===== src/rtl/axis_acc_pkg.sv =====
// Shared types and helpers for the frame aligner / multichannel accumulator pair.
package axis_acc_pkg;

  typedef enum logic [1:0] {
    SEARCH = 2'd0,
    PASS   = 2'd1,
    PAD    = 2'd2
  } align_state_t;

  // Channel counter width; CHANNELS must agree between aligner and accumulator.
  function automatic int unsigned ch_width(input int unsigned channels);
    return (channels > 1) ? $clog2(channels) : 1;
  endfunction

endpackage


===== src/rtl/axis_skid_buffer.sv =====
// Two-entry AXI-stream skid buffer: one-cycle latency, full throughput, registered ready.
module axis_skid_buffer #(
  parameter int unsigned WIDTH = 17
) (
  input  logic             i_clk,
  input  logic             i_rstn,
  input  logic [WIDTH-1:0] i_data,
  input  logic             i_valid,
  output logic             o_ready,
  output logic [WIDTH-1:0] o_data,
  output logic             o_valid,
  input  logic             i_ready
);

  logic [WIDTH-1:0] r_out_data;
  logic             r_out_valid;
  logic [WIDTH-1:0] r_skid_data;
  logic             r_skid_valid;
  logic             w_in_fire;
  logic             w_out_free;

  // Ready depends only on the skid register, so no path from i_ready to o_ready.
  assign o_ready    = ~r_skid_valid;
  assign w_in_fire  = i_valid & ~r_skid_valid;
  assign w_out_free = ~r_out_valid | i_ready;

  always_ff @(posedge i_clk) begin
    if (!i_rstn) begin
      r_out_data   <= '0;
      r_out_valid  <= 1'b0;
      r_skid_data  <= '0;
      r_skid_valid <= 1'b0;
    end else if (w_out_free) begin
      if (r_skid_valid) begin
        r_out_data   <= r_skid_data;
        r_out_valid  <= 1'b1;
        r_skid_valid <= 1'b0;
      end else if (w_in_fire) begin
        r_out_data  <= i_data;
        r_out_valid <= 1'b1;
      end else begin
        r_out_valid <= 1'b0;
      end
    end else if (w_in_fire) begin
      r_skid_data  <= i_data;
      r_skid_valid <= 1'b1;
    end
  end

  assign o_data  = r_out_data;
  assign o_valid = r_out_valid;

endmodule


===== src/rtl/axis_frame_aligner.sv =====
// Locks onto start-of-frame markers and emits whole CHANNELS-beat frames, zero-padding broken ones.
module axis_frame_aligner
  import axis_acc_pkg::*;
#(
  parameter int unsigned DATA_WIDTH = 16,
  parameter int unsigned CHANNELS   = 1024
) (
  input  logic                  aclk,
  input  logic                  aresetn,
  input  logic [DATA_WIDTH-1:0] s_axis_tdata,
  input  logic                  s_axis_tvalid,
  output logic                  s_axis_tready,
  input  logic                  s_axis_tuser,
  output logic [DATA_WIDTH-1:0] m_axis_tdata,
  output logic                  m_axis_tvalid,
  input  logic                  m_axis_tready,
  output logic                  m_axis_tlast,
  output logic                  aligned,
  output logic [31:0]           frame_count,
  output logic [15:0]           drop_count
);

  localparam int unsigned   CW      = ch_width(CHANNELS);
  localparam logic [CW-1:0] CH_LAST = CW'(CHANNELS - 1);

  align_state_t          r_state;
  align_state_t          w_state_nxt;
  logic [CW-1:0]         r_ch;
  logic [CW-1:0]         w_ch_nxt;
  logic                  w_push;
  logic                  w_push_last;
  logic [DATA_WIDTH-1:0] w_push_data;
  logic                  w_skid_ready;
  logic                  w_drop;
  logic [DATA_WIDTH:0]   w_skid_out;
  logic                  w_out_fire;
  logic [31:0]           r_frame_count;
  logic [15:0]           r_drop_count;

  always_ff @(posedge aclk) begin
    if (!aresetn) begin
      r_state <= SEARCH;
      r_ch    <= '0;
    end else begin
      r_state <= w_state_nxt;
      r_ch    <= w_ch_nxt;
    end
  end

  always_comb begin
    w_state_nxt   = r_state;
    w_ch_nxt      = r_ch;
    w_push        = 1'b0;
    w_push_last   = 1'b0;
    w_push_data   = '0;
    w_drop        = 1'b0;
    s_axis_tready = 1'b0;
    case (r_state)
      SEARCH: begin
        s_axis_tready = aresetn & w_skid_ready;
        if (s_axis_tvalid && s_axis_tuser && w_skid_ready) begin
          w_push      = 1'b1;
          w_push_data = s_axis_tdata;
          w_ch_nxt    = CW'(1);
          w_state_nxt = PASS;
        end
      end
      PASS: begin
        // A marker mid-frame is held off until the frame is padded out.
        if (s_axis_tvalid && s_axis_tuser && (r_ch != '0)) begin
          w_drop      = 1'b1;
          w_state_nxt = PAD;
        end else begin
          s_axis_tready = aresetn & w_skid_ready;
          if (s_axis_tvalid && w_skid_ready) begin
            w_push      = 1'b1;
            w_push_data = s_axis_tdata;
            w_push_last = (r_ch == CH_LAST);
            w_ch_nxt    = r_ch + CW'(1);
          end
        end
      end
      PAD: begin
        if (w_skid_ready) begin
          w_push      = 1'b1;
          w_push_last = (r_ch == CH_LAST);
          w_ch_nxt    = r_ch + CW'(1);
          if (r_ch == CH_LAST) w_state_nxt = PASS;
        end
      end
      default: begin
        w_state_nxt = SEARCH;
        w_ch_nxt    = '0;
      end
    endcase
  end

  axis_skid_buffer #(
    .WIDTH (DATA_WIDTH + 1)
  ) u_skid (
    .i_clk   (aclk),
    .i_rstn  (aresetn),
    .i_data  ({w_push_last, w_push_data}),
    .i_valid (w_push),
    .o_ready (w_skid_ready),
    .o_data  (w_skid_out),
    .o_valid (m_axis_tvalid),
    .i_ready (m_axis_tready)
  );

  assign m_axis_tdata = w_skid_out[DATA_WIDTH-1:0];
  assign m_axis_tlast = w_skid_out[DATA_WIDTH];
  assign w_out_fire   = m_axis_tvalid & m_axis_tready;

  always_ff @(posedge aclk) begin
    if (!aresetn) begin
      r_frame_count <= '0;
      r_drop_count  <= '0;
    end else begin
      if (w_out_fire && m_axis_tlast && (r_frame_count != '1))
        r_frame_count <= r_frame_count + 32'd1;
      if (w_drop && (r_drop_count != '1))
        r_drop_count <= r_drop_count + 16'd1;
    end
  end

  assign aligned     = (r_state != SEARCH);
  assign frame_count = r_frame_count;
  assign drop_count  = r_drop_count;

endmodule


===== config.mk =====
export PLATFORM = sky130hd
export DESIGN_NAME = axis_frame_aligner
export DESIGN_NICKNAME = d
export VERILOG_FILES = /design/src/rtl/axis_acc_pkg.sv /design/src/rtl/axis_skid_buffer.sv /design/src/rtl/axis_frame_aligner.sv
export SDC_FILE = /design/constraint.sdc
export NUM_CORES = 1
export LEC_CHECK = 0
export ABC_AREA = 1
export CAP_MARGIN = 5
export CORE_MARGIN = 2
export CORE_UTILIZATION = 54
export CTS_CLUSTER_DIAMETER = 40
export DETAILED_ROUTE_END_ITERATION = 8
export PLACE_DENSITY = 0.8
export SYNTH_ARGS = -nofsm -noshare
export SYNTH_HDL_FRONTEND = slang
export SYNTH_SLANG_ARGS = --single-unit
export TNS_END_PERCENT = 30

===== constraint.sdc =====
create_clock -name aclk -period 2.3 [get_ports aclk]
set_clock_uncertainty 0.1 [all_clocks]
set_input_delay 0.69 -clock aclk [delete_from_list [all_inputs] [get_ports aclk]]
set_output_delay 0.69 -clock aclk [all_outputs]
set_load 0.05 [all_outputs]

==> impl_metrics.env, run 1 <==
export IMPL_run_status="finished with violations"
export IMPL_violations_in_the_final_reports="setup timing"
export IMPL_slew_limit_headroom=0.624
export IMPL_timing_critical_path_to_type="output pin"
export IMPL_critPathMaxStageDelay_ns=0.34
export IMPL_detailedRoute_firstIterationViolations=255
export IMPL_die_w_um=106
export IMPL_synth_cell_types=46
export IMPL_filler_cell_count=903
export IMPL_first_pass_grt_wire_length_mm=23.8
export IMPL_grt_ovfl_total=0
export IMPL_cts_num_sinks=96
export IMPL_drt_pass1_iterations=5
export IMPL_port_buffers=88
export IMPL_sequential_fraction_of_the_synthesis_area=0.345
export IMPL_syn_area_sq_um=5570
export IMPL_syn_instance_count=817
export IMPL_crit_path_cell_trace="inv_2 > ha_4 > nand3_4 > o21bai_4 > nand2_2 > a211oi_4 > buf_12"
export IMPL_final_setup_viol_count=1
export IMPL_setup_tns_ns=-0.128
export IMPL_power_ir_vdd_worst_mv=0.755
export IMPL_yosys_warns=0
export IMPL_first_global_vias=5359
export IMPL_finalMaxSlewViolations=0
export IMPL_multi_input_comb_area_sq_um=3190
export IMPL_fin_crit_ns=2.43
export IMPL_fmax_ghz=0.412
export IMPL_worstPathRequired_ns=1.51
export IMPL_grt_total_usage=0.257
export IMPL_cts_reportedPaths_clkPinSlew_ns=0.10
export IMPL_cts_path_max_buffers=2
export IMPL_synth_edf_count=0
export IMPL_synth_ff_latch_count=96
export IMPL_swShare=0.433
export IMPL_cpMaxStageDelayCell="sky130_fd_sc_hd__dfxtp_2"
export IMPL_timing_worst_setup_path_type="reg2out"
export IMPL_r2r_setup_slack_ns=0.17
export IMPL_post_route_worst_setup_slack_ns=-0.128
export IMPL_tightest_slew_ns=0.558
export IMPL_detail_routed_net_length_per_standard_cell_um=13.2
export IMPL_hpwlAfterDp_mm=10.1
export IMPL_power_leakage_nw=2.97
export IMPL_detail_route_wirelength_mm=13.9
export IMPL_crit_arrival_ns=1.64
export IMPL_pin_count=89
export IMPL_area_sequential_sq_um=1930
export IMPL_h_tree_depth=3
export IMPL_grt_antenna_before_repair=0
export IMPL_clk_insertion_delay_late_ns=0.37
export IMPL_routabilityCongestion=0.911
export IMPL_share_of_flip_flops_with_an_asynchronous_set_or_reset=0
export IMPL_ant_nets=0
export IMPL_die_height_um=106
export IMPL_holdPathStages=2
export IMPL_rr_startpoint="r_ch[1]$_SDFFE_PN0P_"
export IMPL_maximum_fanout_count_along_the_critical_path=2
export IMPL_initial_core_util=0.547
export IMPL_post_layout_total_power_w=0.00615
export IMPL_clock_root_buffer="sky130_fd_sc_hd__clkbuf_8"
export IMPL_pwr_share_seq=0.329
export IMPL_startpoint_type="flop"
export IMPL_final_instance_count_excl_fill=1058
export IMPL_cellInternalPower_w=0.00348
export IMPL_switchingPower_w=0.00266
export IMPL_rsz0062_at_grt="true"
export IMPL_area_growth_synth_to_final_pct=23.7
export IMPL_cpLargestDelayFamily="compound AO/OA/AOI/OAI gates"
export IMPL_floorplan_rows=37
export IMPL_layout_nets=947
export IMPL_remaining_drc_errors=0
export IMPL_critical_path_n_buffers_inverters=2
export IMPL_power_frac_comb=0.469
export IMPL_number_of_placed_instances_with_taps_included=1039
export IMPL_placeable_core_region_sq_um=10200
export IMPL_min_delay_start="u_skid.r_skid_data[6]$_SDFFE_PN0P_"
export IMPL_num_antenna_cells=0
export IMPL_synth_net_count=847
export IMPL_detail_route_vias_per_cell=5.34
export IMPL_timing_rr_end="u_skid.r_skid_data[3]$_SDFFE_PN0P_"
export IMPL_grt_max_degree=46
export IMPL_tritoncts_num_buffers=9
export IMPL_p_clk_frac=0.203
export IMPL_dr_total_vias=5654
export IMPL_worstHoldEndpoint="u_skid.r_skid_data[6]$_SDFFE_PN0P_"
export IMPL_synth_area_per_cell_sq_um=6.82
export IMPL_worst_r2r_path_depth=12
export IMPL_power_density_nw_per_um2=892
export IMPL_final_layout_size_suffix_gt1_frac=0.218
export IMPL_tritoncts="yes"
export IMPL_die_area_sq_um=11100
export IMPL_hold_viol=0
export IMPL_worst_hold_path_type="reg2reg"
export IMPL_drv_cap=0
export IMPL_min_period_over_period=1.06
export IMPL_dominant_synthesized_flop_cell="sky130_fd_sc_hd__dfxtp_1"
-- cells in the final DEF (no fill, tap or decap), types with 6 or more instances in the layout --
cell | synthesis | routed
sky130_fd_sc_hd__nand2_1 | 213 | 212
sky130_fd_sc_hd__ha_1 | 9 | 7
sky130_fd_sc_hd__nor2_1 | 102 | 100
sky130_fd_sc_hd__buf_4 | 4 | 91
sky130_fd_sc_hd__inv_2 | 14 | 18
sky130_fd_sc_hd__clkdlybuf4s50_1 | 0 | 17
sky130_fd_sc_hd__xor2_1 | 14 | 14
sky130_fd_sc_hd__nand3_2 | 6 | 6
sky130_fd_sc_hd__dlygate4sd2_1 | 0 | 6
sky130_fd_sc_hd__buf_12 | 0 | 7
sky130_fd_sc_hd__dfxtp_1 | 96 | 88
sky130_fd_sc_hd__a21oi_1 | 66 | 66
sky130_fd_sc_hd__nand4_1 | 29 | 29
sky130_fd_sc_hd__inv_1 | 67 | 62
sky130_fd_sc_hd__nor3_1 | 11 | 11
sky130_fd_sc_hd__dfxtp_2 | 0 | 8
sky130_fd_sc_hd__o21ai_0 | 19 | 19
sky130_fd_sc_hd__clkbuf_8 | 0 | 9
sky130_fd_sc_hd__nand2_4 | 6 | 6
sky130_fd_sc_hd__nand2_2 | 5 | 6
sky130_fd_sc_hd__nor2_2 | 5 | 7
sky130_fd_sc_hd__a21oi_2 | 11 | 11
sky130_fd_sc_hd__nand3_1 | 54 | 53
sky130_fd_sc_hd__xnor2_1 | 11 | 11
-- tightest hold or removal path, stage by stage (launching register included) --
cell                      delay, ns
sky130_fd_sc_hd__dfxtp_1       0.32
sky130_fd_sc_hd__nand2_1       0.06
sky130_fd_sc_hd__a21oi_1       0.05
-- state kept, by name, summed over array words and instances, names as in the netlist --
signal               count
u_skid.o_valid           1
u_skid.r_skid_valid      1
r_ch                    10
u_skid.o_data           17
u_skid.r_skid_data      17
r_state                  2
frame_count             32
drop_count              16
-- Yosys cell counts (4+ instances only) --
library cell	n	area [sq um]
sky130_fd_sc_hd__nand2_1	213	800
sky130_fd_sc_hd__nor2_1	102	383
sky130_fd_sc_hd__dfxtp_1	96	1920
sky130_fd_sc_hd__inv_1	67	251
sky130_fd_sc_hd__a21oi_1	66	330
sky130_fd_sc_hd__nand3_1	54	270
sky130_fd_sc_hd__nand4_1	29	181
sky130_fd_sc_hd__o21ai_0	19	95.1
sky130_fd_sc_hd__clkbuf_1	15	56.3
sky130_fd_sc_hd__inv_2	14	52.6
sky130_fd_sc_hd__xor2_1	14	123
sky130_fd_sc_hd__a21oi_2	11	96.3
sky130_fd_sc_hd__nor3_1	11	55.1
sky130_fd_sc_hd__xnor2_1	11	96.3
sky130_fd_sc_hd__ha_1	9	113
sky130_fd_sc_hd__buf_6	6	67.6
sky130_fd_sc_hd__nand2_4	6	67.6
sky130_fd_sc_hd__nand3_2	6	60.1
sky130_fd_sc_hd__and3_1	5	31.3
sky130_fd_sc_hd__nand2_2	5	31.3
sky130_fd_sc_hd__nor2_2	5	31.3
sky130_fd_sc_hd__nor2_4	5	56.3
sky130_fd_sc_hd__nor3_2	5	50.1
sky130_fd_sc_hd__nor4_1	5	31.3
sky130_fd_sc_hd__buf_2	4	20.0
sky130_fd_sc_hd__buf_4	4	30.0
sky130_fd_sc_hd__o21ai_1	4	20.0
-- worst max path at each step --
stage                            start                                  to  slack [ns]  cells after the start
3_5_place_dp             s_axis_tvalid  u_skid.r_skid_data[0]$_SDFFE_PN0P_       -0.36                     11
4_1_cts           r_ch[1]$_SDFFE_PN0P_                       s_axis_tready       -0.12                      7
6_report          r_ch[1]$_SDFFE_PN0P_                       s_axis_tready       -0.13                      7
2_1_floorplan  r_state[1]$_SDFFE_PN0P_                       s_axis_tready       -0.19                      6
3_3_place_gp             s_axis_tvalid                       s_axis_tready       -0.35                      6
5_1_grt           r_ch[1]$_SDFFE_PN0P_                       s_axis_tready       -0.22                      7
-- per-layer routing --
metal | GRT usage | up-vias | wire length [um]
met4 | 0.112 | 0 | 324
met5 | 0 | - | 0
met1 | 0.325 | 2590 | 6110
li1 | - | 2841 | -
met3 | 0.0414 | 33 | 805
met2 | 0.434 | 190 | 6680
-- stage by stage --
step,utilization,hold slack (ns),setup slack (ns),cell area [sq um]
2_1_floorplan,-,0.345,-0.185,5620
3_3_place_gp,0.649,0.350,-0.348,6610
3_5_place_dp,0.649,0.359,-0.359,6610
4_1_cts,0.677,0.372,-0.119,6890
5_1_grt,0.676,0.398,-0.216,6890
6_report,0.676,0.370,-0.128,6890
-- cell families (layout without fill, tap and decap cells) --
kind of cell | after synthesis | in the layout | share of synthesized area
AND/OR/NAND/NOR | 459 | 459 | 0.384
buffers and inverters | 116 | 221 | 0.0926
AO/OA/AOI/OAI | 112 | 112 | 0.118
flip-flops | 96 | 96 | 0.345
XOR/XNOR | 25 | 25 | 0.0393
adder cells (fa/ha/maj) | 9 | 9 | 0.0202
-- what timing repair did --
action,in CTS,in global routing
setup endpoints to repair,5,37
hold buffers,0,0
resized for setup,21,1
pin swaps,4,0
setup buffers,4,0
-- final cells by class --
cell class	instances	share of cell area
Clock inverter	7	0.0140
Timing Repair Buffer	122	0.153
Multi-Input combinational cell	605	0.463
Sequential cell	96	0.281
Clock buffer	9	0.0180
Inverter	83	0.0463
Tap cell	136	0.0247
-- power by group through the flow --
stage               combinational, W  clock (W)  sequential [W]
finish                       0.00288    0.00124         0.00202
global route                 0.00315    0.00133         0.00205
CTS                          0.00289    0.00125         0.00202
detailed placement           0.00284          0         0.00206
global placement             0.00278          0         0.00204
floorplan                    0.00158          0         0.00256
(Power assumes the default switching activity.)
==> inputs of run 2 (changes only) <==
Settings changed: CAP_MARGIN 5 to 10.
==> results of run 2 <==
Same layout as run 1: the final DEF is identical, and so are final timing and power.
==> inputs of run 3 (changes only) <==
Settings changed: RECOVER_POWER from default to 100.
==> run 3 against run 2 <==
The flow still finishes with violations (setup timing). Setup slack gained 0.0055 ns. Critical path depth is the same. First-iteration DRC count grew 3.9%. Via count grew 0.11%. Count of clock-buffer cells in the layout is the same. Sequential power is essentially flat. Wire length grew 0.38%. Worst hold slack lost 0.0014 ns. Total power shrank 2.5%. Largest cell class unchanged. Global-route usage is the same.
==> impl_metrics.env, run 3 (same netlist as run 1, synthesis figures left out) <==
export IMPL_run_status="finished with violations"
export IMPL_violations_in_the_final_reports="setup timing"
export IMPL_clk_insertion_delay_late_ns=0.37
export IMPL_min_period_over_period=1.05
export IMPL_timing_worst_setup_path_type="reg2out"
export IMPL_cts_reportedPaths_clkPinSlew_ns=0.10
export IMPL_power_density_nw_per_um2=908
export IMPL_final_cell_area_sq_um=6600
export IMPL_cts_path_max_buffers=2
export IMPL_final_setup_viol_count=1
export IMPL_die_height_um=106
export IMPL_h_tree_depth=3
export IMPL_remaining_drc_errors=0
export IMPL_timing_critical_path_to_type="output pin"
export IMPL_port_buffers=88
export IMPL_power_leakage_nw=2.74
export IMPL_hpwlAfterDp_mm=10.1
export IMPL_die_w_um=106
export IMPL_hold_viol=0
export IMPL_cts_num_sinks=96
export IMPL_filler_cell_count=966
export IMPL_drt_pass1_iterations=5
export IMPL_final_layout_size_suffix_gt1_frac=0.158
export IMPL_area_growth_synth_to_final_pct=18.6
export IMPL_mostFrequentLayoutCells="213 x sky130_fd_sc_hd__nand2_1, 101 x sky130_fd_sc_hd__nor2_1, 89 x sky130_fd_sc_hd__dfxtp_1"
export IMPL_grt_max_degree=46
export IMPL_post_route_worst_setup_slack_ns=-0.123
export IMPL_tightest_slew_ns=0.663
export IMPL_detail_route_vias_per_cell=5.35
export IMPL_fin_crit_ns=2.42
export IMPL_first_pass_grt_wire_length_mm=23.8
export IMPL_die_area_sq_um=11100
export IMPL_first_global_vias=5359
export IMPL_grt_ovfl_total=0
export IMPL_detail_routed_net_length_per_standard_cell_um=13.2
export IMPL_tritoncts_num_buffers=9
export IMPL_crit_arrival_ns=1.63
export IMPL_grt_total_usage=0.257
export IMPL_cpMaxStageDelayCell="sky130_fd_sc_hd__dfxtp_2"
export IMPL_critPathMaxStageDelay_ns=0.34
export IMPL_floorplan_rows=37
export IMPL_startpoint_type="flop"
export IMPL_routabilityCongestion=0.911
export IMPL_pin_count=89
export IMPL_initial_core_util=0.547
export IMPL_finalMaxSlewViolations=0
export IMPL_worst_hold_path_type="reg2reg"
export IMPL_slew_limit_headroom=0.560
export IMPL_crit_path_cell_trace="inv_2 > ha_4 > nand3_4 > o21bai_4 > nand2_2 > a211oi_4 > buf_12"
export IMPL_clock_root_buffer="sky130_fd_sc_hd__clkbuf_8"
export IMPL_tritoncts="yes"
export IMPL_drv_cap=0
export IMPL_grt_antenna_before_repair=0
export IMPL_num_antenna_cells=0
export IMPL_instance_area_at_placement_sq_um=6610
export IMPL_detail_route_wirelength_mm=14.0
export IMPL_layout_nets=947
export IMPL_rsz0062_at_grt="true"
export IMPL_largest_register_ff_count=32
export IMPL_detailedRoute_firstIterationViolations=265
export IMPL_setup_tns_ns=-0.123
export IMPL_placeable_core_region_sq_um=10200
export IMPL_fmax_ghz=0.413
export IMPL_dr_total_vias=5660
export IMPL_ant_nets=0
export IMPL_maximum_fanout_count_along_the_critical_path=2
export IMPL_worstPathRequired_ns=1.51
export IMPL_power_ir_vdd_worst_mv=0.741
export IMPL_layout_cells_most_common="sky130_fd_sc_hd__nand2_1"
run 3: metrics by stage:
step	cells	setup slack [ns]	hold WS, ns	power [W]	utilization
detailed placement	1039	-0.359	0.359	0.00489	0.649
global placement	1039	-0.348	0.350	0.00482	0.649
floorplan	817	-0.185	0.345	0.00415	-
CTS	1059	-0.119	0.372	0.00616	0.677
global route	1058	-0.216	0.398	0.00637	0.648
finish	1058	-0.123	0.369	0.00599	0.648
run 3: final cells by class:
| class | instances | area, sq um | area share |
|---|---|---|---|
| clock buffers | 9 | 124 | 0.0188 |
| flip-flops and latches | 96 | 1930 | 0.292 |
| repair buffers | 122 | 822 | 0.125 |
| multi-input cells | 605 | 3140 | 0.476 |
| well taps | 136 | 170 | 0.0258 |
| clock inverters | 7 | 96.3 | 0.0146 |
| inverters | 83 | 319 | 0.0483 |
run 3: critical path: cells and delay by family (launching register included):
kind | cells | cell delay (ns)
AOI/OAI and AO/OA | 2 | 0.38
adders and majority gates | 1 | 0.14
buffers and inverters | 2 | 0.24
DFF | 1 | 0.34
and+or+nand+nor | 2 | 0.16
run 3: where the power goes:
part / internal [W] / switching [W]
Combinational: 0.000864 / 0.00187
Sequential: 0.00187 / 0.000143
Clock: 0.000615 / 0.000628
run 3: routing by layer:
metal / track usage / share of wire
met1: 0.325 / 0.45
met2: 0.434 / 0.47
met3: 0.0414 / 0.057
met4: 0.112 / 0.024
met5: 0 / 0
run 3: path summary, 6_finish.rpt:
path,start,slack (ns),depth (start not counted),end
setup / recovery,r_ch[1]$_SDFFE_PN0P_,-0.12,7,s_axis_tready
hold / removal,u_skid.r_skid_data[6]$_SDFFE_PN0P_,0.37,2,u_skid.r_skid_data[6]$_SDFFE_PN0P_
setup reg to reg,r_state[1]$_SDFFE_PN0P_,0.06,11,r_ch[2]$_SDFFE_PN0P_
hold reg to reg,u_skid.r_skid_data[6]$_SDFFE_PN0P_,0.37,2,u_skid.r_skid_data[6]$_SDFFE_PN0P_
run 3: what timing repair did:
action                                 in CTS  in global routing
hold buffers                                0                  0
gates resized for setup                    21                  1
pin swaps                                   4                  0
setup endpoints to repair                   5                 37
endpoints found under the hold margin       0                  0
setup buffers                               4                  0
